File: src/rtl/hazard_unit_if.sv
// Port bundle between the ID stage and the hazard unit: instruction descriptors
// in, stall/flush/forward controls and event counters out.
interface hazard_unit_if #(
  parameter int REG_ADDR_W = 5,
  parameter int CNT_W      = 16
);
  logic                  id_valid;
  logic [REG_ADDR_W-1:0] id_rs;
  logic [REG_ADDR_W-1:0] id_rt;
  logic                  id_uses_rs;
  logic                  id_uses_rt;
  logic                  id_reg_write;
  logic                  id_mem_read;
  logic [REG_ADDR_W-1:0] id_rd;
  logic                  branch_taken;
  logic                  stall;
  logic                  flush_if_id;
  logic                  flush_id_ex;
  logic                  flush_ex_mem;
  logic [1:0]            fwd_a_sel;
  logic [1:0]            fwd_b_sel;
  logic [CNT_W-1:0]      stall_cnt;
  logic [CNT_W-1:0]      flush_cnt;

  modport master (
    output id_valid, id_rs, id_rt, id_uses_rs, id_uses_rt,
           id_reg_write, id_mem_read, id_rd, branch_taken,
    input  stall, flush_if_id, flush_id_ex, flush_ex_mem,
           fwd_a_sel, fwd_b_sel, stall_cnt, flush_cnt
  );

  modport slave (
    input  id_valid, id_rs, id_rt, id_uses_rs, id_uses_rt,
           id_reg_write, id_mem_read, id_rd, branch_taken,
    output stall, flush_if_id, flush_id_ex, flush_ex_mem,
           fwd_a_sel, fwd_b_sel, stall_cnt, flush_cnt
  );
endinterface

File: src/rtl/hazard_unit.sv
// Five-stage MIPS hazard unit: EX/MEM destination scoreboard, stall/flush
// generation, registered forwarding selects and saturating event counters.
module hazard_unit #(
  parameter int REG_ADDR_W   = 5,
  parameter bit FWD_EN       = 1'b1,
  parameter bit BRANCH_IN_EX = 1'b0,
  parameter int CNT_W        = 16
) (
  input  logic         clk,
  input  logic         reset,
  hazard_unit_if.slave hz
);

  typedef struct packed {
    logic                  valid;
    logic                  reg_write;
    logic                  mem_read;
    logic [REG_ADDR_W-1:0] rd;
  } slot_t;

  typedef enum logic [1:0] {
    SEL_RF     = 2'd0,
    SEL_EX_MEM = 2'd1,
    SEL_MEM_WB = 2'd2
  } fwd_sel_e;

  slot_t            ex_q, mem_q, id_slot;
  fwd_sel_e         fwd_a_q, fwd_b_q, fwd_a_d, fwd_b_d;
  logic [CNT_W-1:0] stall_cnt_q, flush_cnt_q;
  logic             ex_a, ex_b, mem_a, mem_b;
  logic             hazard, stall, advance;

  // Register 0 is hardwired zero, so a write to it never creates a dependence.
  function automatic logic slot_match(slot_t s, logic [REG_ADDR_W-1:0] src, logic uses);
    return s.valid && s.reg_write && (s.rd != '0) && (s.rd == src) && uses;
  endfunction

  assign ex_a    = slot_match(ex_q,  hz.id_rs, hz.id_uses_rs);
  assign ex_b    = slot_match(ex_q,  hz.id_rt, hz.id_uses_rt);
  assign mem_a   = slot_match(mem_q, hz.id_rs, hz.id_uses_rs);
  assign mem_b   = slot_match(mem_q, hz.id_rt, hz.id_uses_rt);
  assign id_slot = {hz.id_valid, hz.id_reg_write, hz.id_mem_read, hz.id_rd};

  // NOTE: every always_comb output gets a default first so no path can infer a latch.
  always_comb begin
    hazard  = 1'b0;
    fwd_a_d = SEL_RF;
    fwd_b_d = SEL_RF;
    if (hz.id_valid) begin
      if (FWD_EN) hazard = ex_q.mem_read && (ex_a || ex_b);
      else        hazard = ex_a || ex_b || mem_a || mem_b;
    end
    stall   = hazard && !hz.branch_taken && !reset;
    advance = !reset && !hz.branch_taken && !stall;
    // The EX slot holds the youngest producer, so its result wins over MEM's.
    if (FWD_EN && advance) begin
      if (ex_a)       fwd_a_d = SEL_EX_MEM;
      else if (mem_a) fwd_a_d = SEL_MEM_WB;
      if (ex_b)       fwd_b_d = SEL_EX_MEM;
      else if (mem_b) fwd_b_d = SEL_MEM_WB;
    end
  end

  // NOTE: sequential state is updated with non-blocking assignments only.
  always_ff @(posedge clk) begin
    if (reset) begin
      ex_q    <= '0;
      mem_q   <= '0;
      fwd_a_q <= SEL_RF;
      fwd_b_q <= SEL_RF;
    end else begin
      fwd_a_q <= fwd_a_d;
      fwd_b_q <= fwd_b_d;
      if (hz.branch_taken) begin
        ex_q  <= '0;
        mem_q <= BRANCH_IN_EX ? ex_q : '0;
      end else if (stall) begin
        ex_q  <= '0;
        mem_q <= ex_q;
      end else begin
        ex_q  <= id_slot;
        mem_q <= ex_q;
      end
    end
  end

  always_ff @(posedge clk) begin
    if (reset) begin
      stall_cnt_q <= '0;
      flush_cnt_q <= '0;
    end else begin
      if (stall && (stall_cnt_q != '1))
        stall_cnt_q <= stall_cnt_q + CNT_W'(1);
      if (hz.branch_taken && (flush_cnt_q != '1))
        flush_cnt_q <= flush_cnt_q + CNT_W'(1);
    end
  end

  assign hz.stall        = stall;
  assign hz.flush_if_id  = hz.branch_taken && !reset;
  assign hz.flush_id_ex  = hz.branch_taken && !reset;
  assign hz.flush_ex_mem = hz.branch_taken && !BRANCH_IN_EX && !reset;
  assign hz.fwd_a_sel    = fwd_a_q;
  assign hz.fwd_b_sel    = fwd_b_q;
  assign hz.stall_cnt    = stall_cnt_q;
  assign hz.flush_cnt    = flush_cnt_q;

endmodule

File: src/flat_wrapper.sv
// flat-port wrapper written by rule: the top's interface ports become plain ports
module hazard_unit_flat 
#(
  parameter int REG_ADDR_W   = 5,
  parameter bit FWD_EN       = 1'b1,
  parameter bit BRANCH_IN_EX = 1'b0,
  parameter int CNT_W        = 16
)
  (clk, reset, hz_id_valid, hz_id_rs, hz_id_rt, hz_id_uses_rs, hz_id_uses_rt, hz_id_reg_write, hz_id_mem_read, hz_id_rd, hz_branch_taken, hz_stall, hz_flush_if_id, hz_flush_id_ex, hz_flush_ex_mem, hz_fwd_a_sel, hz_fwd_b_sel, hz_stall_cnt, hz_flush_cnt);
  hazard_unit_if #(.REG_ADDR_W(REG_ADDR_W), .CNT_W(CNT_W)) hz_i ();
  input  logic clk;
  input  logic reset;
  input wire logic [$bits(hz_i.id_valid)-1:0] hz_id_valid;
  input wire logic [$bits(hz_i.id_rs)-1:0] hz_id_rs;
  input wire logic [$bits(hz_i.id_rt)-1:0] hz_id_rt;
  input wire logic [$bits(hz_i.id_uses_rs)-1:0] hz_id_uses_rs;
  input wire logic [$bits(hz_i.id_uses_rt)-1:0] hz_id_uses_rt;
  input wire logic [$bits(hz_i.id_reg_write)-1:0] hz_id_reg_write;
  input wire logic [$bits(hz_i.id_mem_read)-1:0] hz_id_mem_read;
  input wire logic [$bits(hz_i.id_rd)-1:0] hz_id_rd;
  input wire logic [$bits(hz_i.branch_taken)-1:0] hz_branch_taken;
  output wire logic [$bits(hz_i.stall)-1:0] hz_stall;
  output wire logic [$bits(hz_i.flush_if_id)-1:0] hz_flush_if_id;
  output wire logic [$bits(hz_i.flush_id_ex)-1:0] hz_flush_id_ex;
  output wire logic [$bits(hz_i.flush_ex_mem)-1:0] hz_flush_ex_mem;
  output wire logic [$bits(hz_i.fwd_a_sel)-1:0] hz_fwd_a_sel;
  output wire logic [$bits(hz_i.fwd_b_sel)-1:0] hz_fwd_b_sel;
  output wire logic [$bits(hz_i.stall_cnt)-1:0] hz_stall_cnt;
  output wire logic [$bits(hz_i.flush_cnt)-1:0] hz_flush_cnt;
  assign hz_i.id_valid = hz_id_valid;
  assign hz_i.id_rs = hz_id_rs;
  assign hz_i.id_rt = hz_id_rt;
  assign hz_i.id_uses_rs = hz_id_uses_rs;
  assign hz_i.id_uses_rt = hz_id_uses_rt;
  assign hz_i.id_reg_write = hz_id_reg_write;
  assign hz_i.id_mem_read = hz_id_mem_read;
  assign hz_i.id_rd = hz_id_rd;
  assign hz_i.branch_taken = hz_branch_taken;
  assign hz_stall = hz_i.stall;
  assign hz_flush_if_id = hz_i.flush_if_id;
  assign hz_flush_id_ex = hz_i.flush_id_ex;
  assign hz_flush_ex_mem = hz_i.flush_ex_mem;
  assign hz_fwd_a_sel = hz_i.fwd_a_sel;
  assign hz_fwd_b_sel = hz_i.fwd_b_sel;
  assign hz_stall_cnt = hz_i.stall_cnt;
  assign hz_flush_cnt = hz_i.flush_cnt;
  hazard_unit #(.REG_ADDR_W(REG_ADDR_W), .FWD_EN(FWD_EN), .BRANCH_IN_EX(BRANCH_IN_EX), .CNT_W(CNT_W)) u_core (.clk(clk), .reset(reset), .hz(hz_i));
endmodule
File: config.mk
export PLATFORM = sky130hd
export DESIGN_NAME = hazard_unit_flat
export DESIGN_NICKNAME = d
export VERILOG_FILES = /design/src/rtl/hazard_unit_if.sv /design/src/rtl/hazard_unit.sv /design/src/flat_wrapper.sv
export SDC_FILE = /design/constraint.sdc
export NUM_CORES = 1
export LEC_CHECK = 0
export ABC_AREA = 1
export BUFFER_PORTS_ARGS = -buffer_cell sky130_fd_sc_hd__buf_2
export CORE_UTILIZATION = 49
export DETAILED_ROUTE_END_ITERATION = 16
export GPL_ROUTABILITY_DRIVEN = 0
export PLACE_DENSITY = 0.76
export REMOVE_ABC_BUFFERS = 1
export SLEW_MARGIN = 20
export SYNTH_ARGS = -nofsm -noshare
export SYNTH_HDL_FRONTEND = slang
export SYNTH_SLANG_ARGS = --single-unit
File: constraint.sdc
create_clock -name clk -period 1.3 [get_ports clk]
set_input_delay 0.065 -clock clk [delete_from_list [all_inputs] [get_ports clk]]
set_output_delay 0.065 -clock clk [all_outputs]
set_load 0.02 [all_outputs]
==> metrics <==
status=finished with violations; failing checks=negative setup slack; post-synthesis mux area share=0; total grt overflow=0; worst hold-check path type=in -> reg; Leak=0.00212 uW; # DRC=0; pwr/cell area=685 nW/um2; routing usage on met1=0.350; CTS tree=done; total power=3010 uW; sequential fraction of the synthesis area=0.371; RSZ-0062 raised after global routing=true; vias per inst=around 5.3; Fin. Hold Viols=0; final setup fails=45; worst clock skew=0.00799 ns; die area=approximately 6000 um2; placed cells=599; Sequential Area=1050 um2; IO Count=63; fraction of registers with async set/reset=0; Simple-Gate Fraction of Synth Area=0.368; Post-Synth Adder-Cell Area=0.00910; measured slew at the worst slew-check pin=roughly 0.36 ns; Worst EP required=1.54 ns; Filler cells=around 330; Most used DFF post-synth=dfxtp_1; Mapped Area=2750 um2; Slew HR=0.758; largest net degree at the start of global routing=20; Syn-to-layout area delta=59.8%; layer with the highest usage=met2; crit path capture type=flop; max-slew violations=0; Inserted Diodes=0; main combinational cell family by area after synthesis=simple AND/OR/NAND/NOR gates; Clock transition at path regs=0.10 ns; core area=5270 um2; initial cell density of the core=0.522; post-route ant nets=0; Tmin final=1.72 ns; Final Non-Filler Cells=630; Clock Latency Late Sink=roughly 0.31 ns; row cnt=26; #FFs+latches synth=51; Fmax=0.580 GHz; Synth cell types=38; PortBufs=62; met3 track utilization from global routing=0.0583; DIE HEIGHT=a little under 80 um; compound-cell area share of the yosys netlist=0.0991; CTS root buffer=clkbuf_8; Yosys top cell by area=dfxtp_1; synth warn=0; Synth Area per Inst=6.78 um2; Overall Global Routing Usage=0.304; HPWL after DPL=between 5 and 6 mm; CP Data Arrival Time=1.96 ns; TritonCTS Sinks=about 50; met2 usage=0.557; XOR/XNOR share of the synthesized area=0.0255; first-pass GRT wire length=about 14 mm; drt total wl=9.33 mm; total CTS buffers=5; most frequent cell after synthesis=nand2_1; initial antenna violation count=0; number of global-route vias before repair=approximately 3.3k; Syn Inst Count=just over 400; share of the synthesized area in the top cell type=0.371; WS Path Type=reg -> reg; Max VDD drop=0.547 mV; Area contributors post-synth=dfxtp_1 (37%), nand2_1 (11%), inv_1 (9.3%); most instantiated cells after synthesis=nand2_1 (77), inv_1 (68), nor2_1 (64), dfxtp_1 (51), nand3_1 (19); crit path launch type=flop; worst setup slack after layout=-0.423 ns; max_cap viols=0; proportion of layout cells with a drive suffix above 1=0.473; Util after Layout=0.834; Final Cycle Share=1.33; Post-synth EDFFs=0; area of the multi-input gates=1740 um2; TritonRoute pass-1 iters=5; Die Width=76.9 um; fin nets=584; clock buffer depth=2; drt initial violations=207; H-tree depth=2; CP max FO=8; Wirelength per Cell=14.8 um; Vias=3340
registers in the layout, indices dropped and copies added (netlist names):
register,flops
u_core.mem_q,7
u_core.hz.stall_cnt,16
u_core.hz.fwd_b_sel,2
u_core.hz.fwd_a_sel,2
u_core.ex_q,8
u_core.hz.flush_cnt,16
area by class of cell:
| type | instances | area share |
|---|---|---|
| Tap cell | 70 | 0.0199 |
| Sequential cell | 51 | 0.239 |
| Clock buffer | 8 | 0.0228 |
| Inverter | 76 | 0.0677 |
| Multi-Input combinational cell | 270 | 0.395 |
| Timing Repair Buffer | 155 | 0.255 |
per-layer routing:
| metal | up-vias | wire length, um |
|---|---|---|
| met5 | - | 0 |
| met4 | 0 | 233 |
| met3 | 29 | 527 |
| met2 | 139 | 4760 |
| met1 | 1571 | 3820 |
| li1 | 1601 | - |
worst paths after layout:
kind | slack, ns | startpoint | end | cells after the start
setup / recovery | -0.42 | u_core.ex_q[3] | u_core.hz.stall_cnt[2] | 11
hold / removal | 0.03 | hz_id_uses_rt | u_core.hz.fwd_b_sel[1] | 3
setup reg to reg | -0.42 | u_core.ex_q[3] | u_core.hz.stall_cnt[2] | 11
hold reg to reg | 0.44 | u_core.ex_q[6] | u_core.mem_q[6] | 2
cells by family (layout without fill, tap and decap cells):
group,count (synthesis),in the layout
and+or+nand+nor,214,214
buffers and inverters,85,239
DFF,51,51
AOI/OAI and AO/OA,46,46
xor gates and xnor gates,8,8
adders and majority gates,2,2
cells in the final DEF (no fill, tap or decap), types with 6 or more instances in the layout:
| cell type | Yosys | layout |
|---|---|---|
| nor2_1 | 64 | 46 |
| inv_2 | 8 | 9 |
| buf_6 | 0 | 11 |
| a21oi_1 | 14 | 12 |
| dfxtp_1 | 51 | 35 |
| nand2_4 | 1 | 6 |
| xor2_1 | 6 | 6 |
| nand4_1 | 11 | 11 |
| dlygate4sd3_1 | 0 | 7 |
| nand3_2 | 3 | 7 |
| nand2_2 | 1 | 13 |
| nand3_1 | 19 | 13 |
| nand2_1 | 77 | 59 |
| o21ai_1 | 2 | 10 |
| nor3_4 | 0 | 7 |
| inv_1 | 68 | 64 |
| dfxtp_2 | 0 | 12 |
| o21bai_1 | 8 | 8 |
| buf_2 | 3 | 61 |
| clkbuf_8 | 0 | 7 |
| nor2_2 | 4 | 18 |
| buf_4 | 4 | 71 |
| nor3_2 | 4 | 6 |
repair_timing:
item	4_1_cts	5_1_grt
cloned	0	0
resized for setup	97	48
hold buffers	7	0
pin swaps	26	15
hold endpoints to repair	7	0
endpoints found under the setup margin	45	45
setup buffers	10	6
worst max-delay path: stages (launching register included):
cell	delay (ns)
dfxtp_4	0.38
a21boi_2	0.16
nand2_2	0.08
nor2_2	0.12
nand3_2	0.13
nand2_4	0.12
buf_12	0.14
buf_8	0.12
nand4_1	0.12
nand2_1	0.10
inv_1	0.05
nor2_1	0.13
report_power, final:
group          internal, uW  total [uW]  leakage, uW  switching [uW]
combinational           169         374      0.00165             205
sequential             1580        1600     0.000421            22.6
clock                   488        1040    0.0000515             551
per-stage QoR:
stage / hold slack [ns] / setup slack [ns] / area (um2) / setup TNS [ns]
floorplan: 0.134 / -0.437 / 2690 / -10.43
global placement: 0.280 / -0.325 / 3620 / -9.27
detailed placement: 0.289 / -0.351 / 3620 / -11.62
CTS: 0.0117 / -0.260 / 4190 / -5.78
global route: 0.0301 / -0.494 / 4400 / -14.41
finish: 0.0280 / -0.423 / 4400 / -11.05
(Power assumes the default switching activity.)
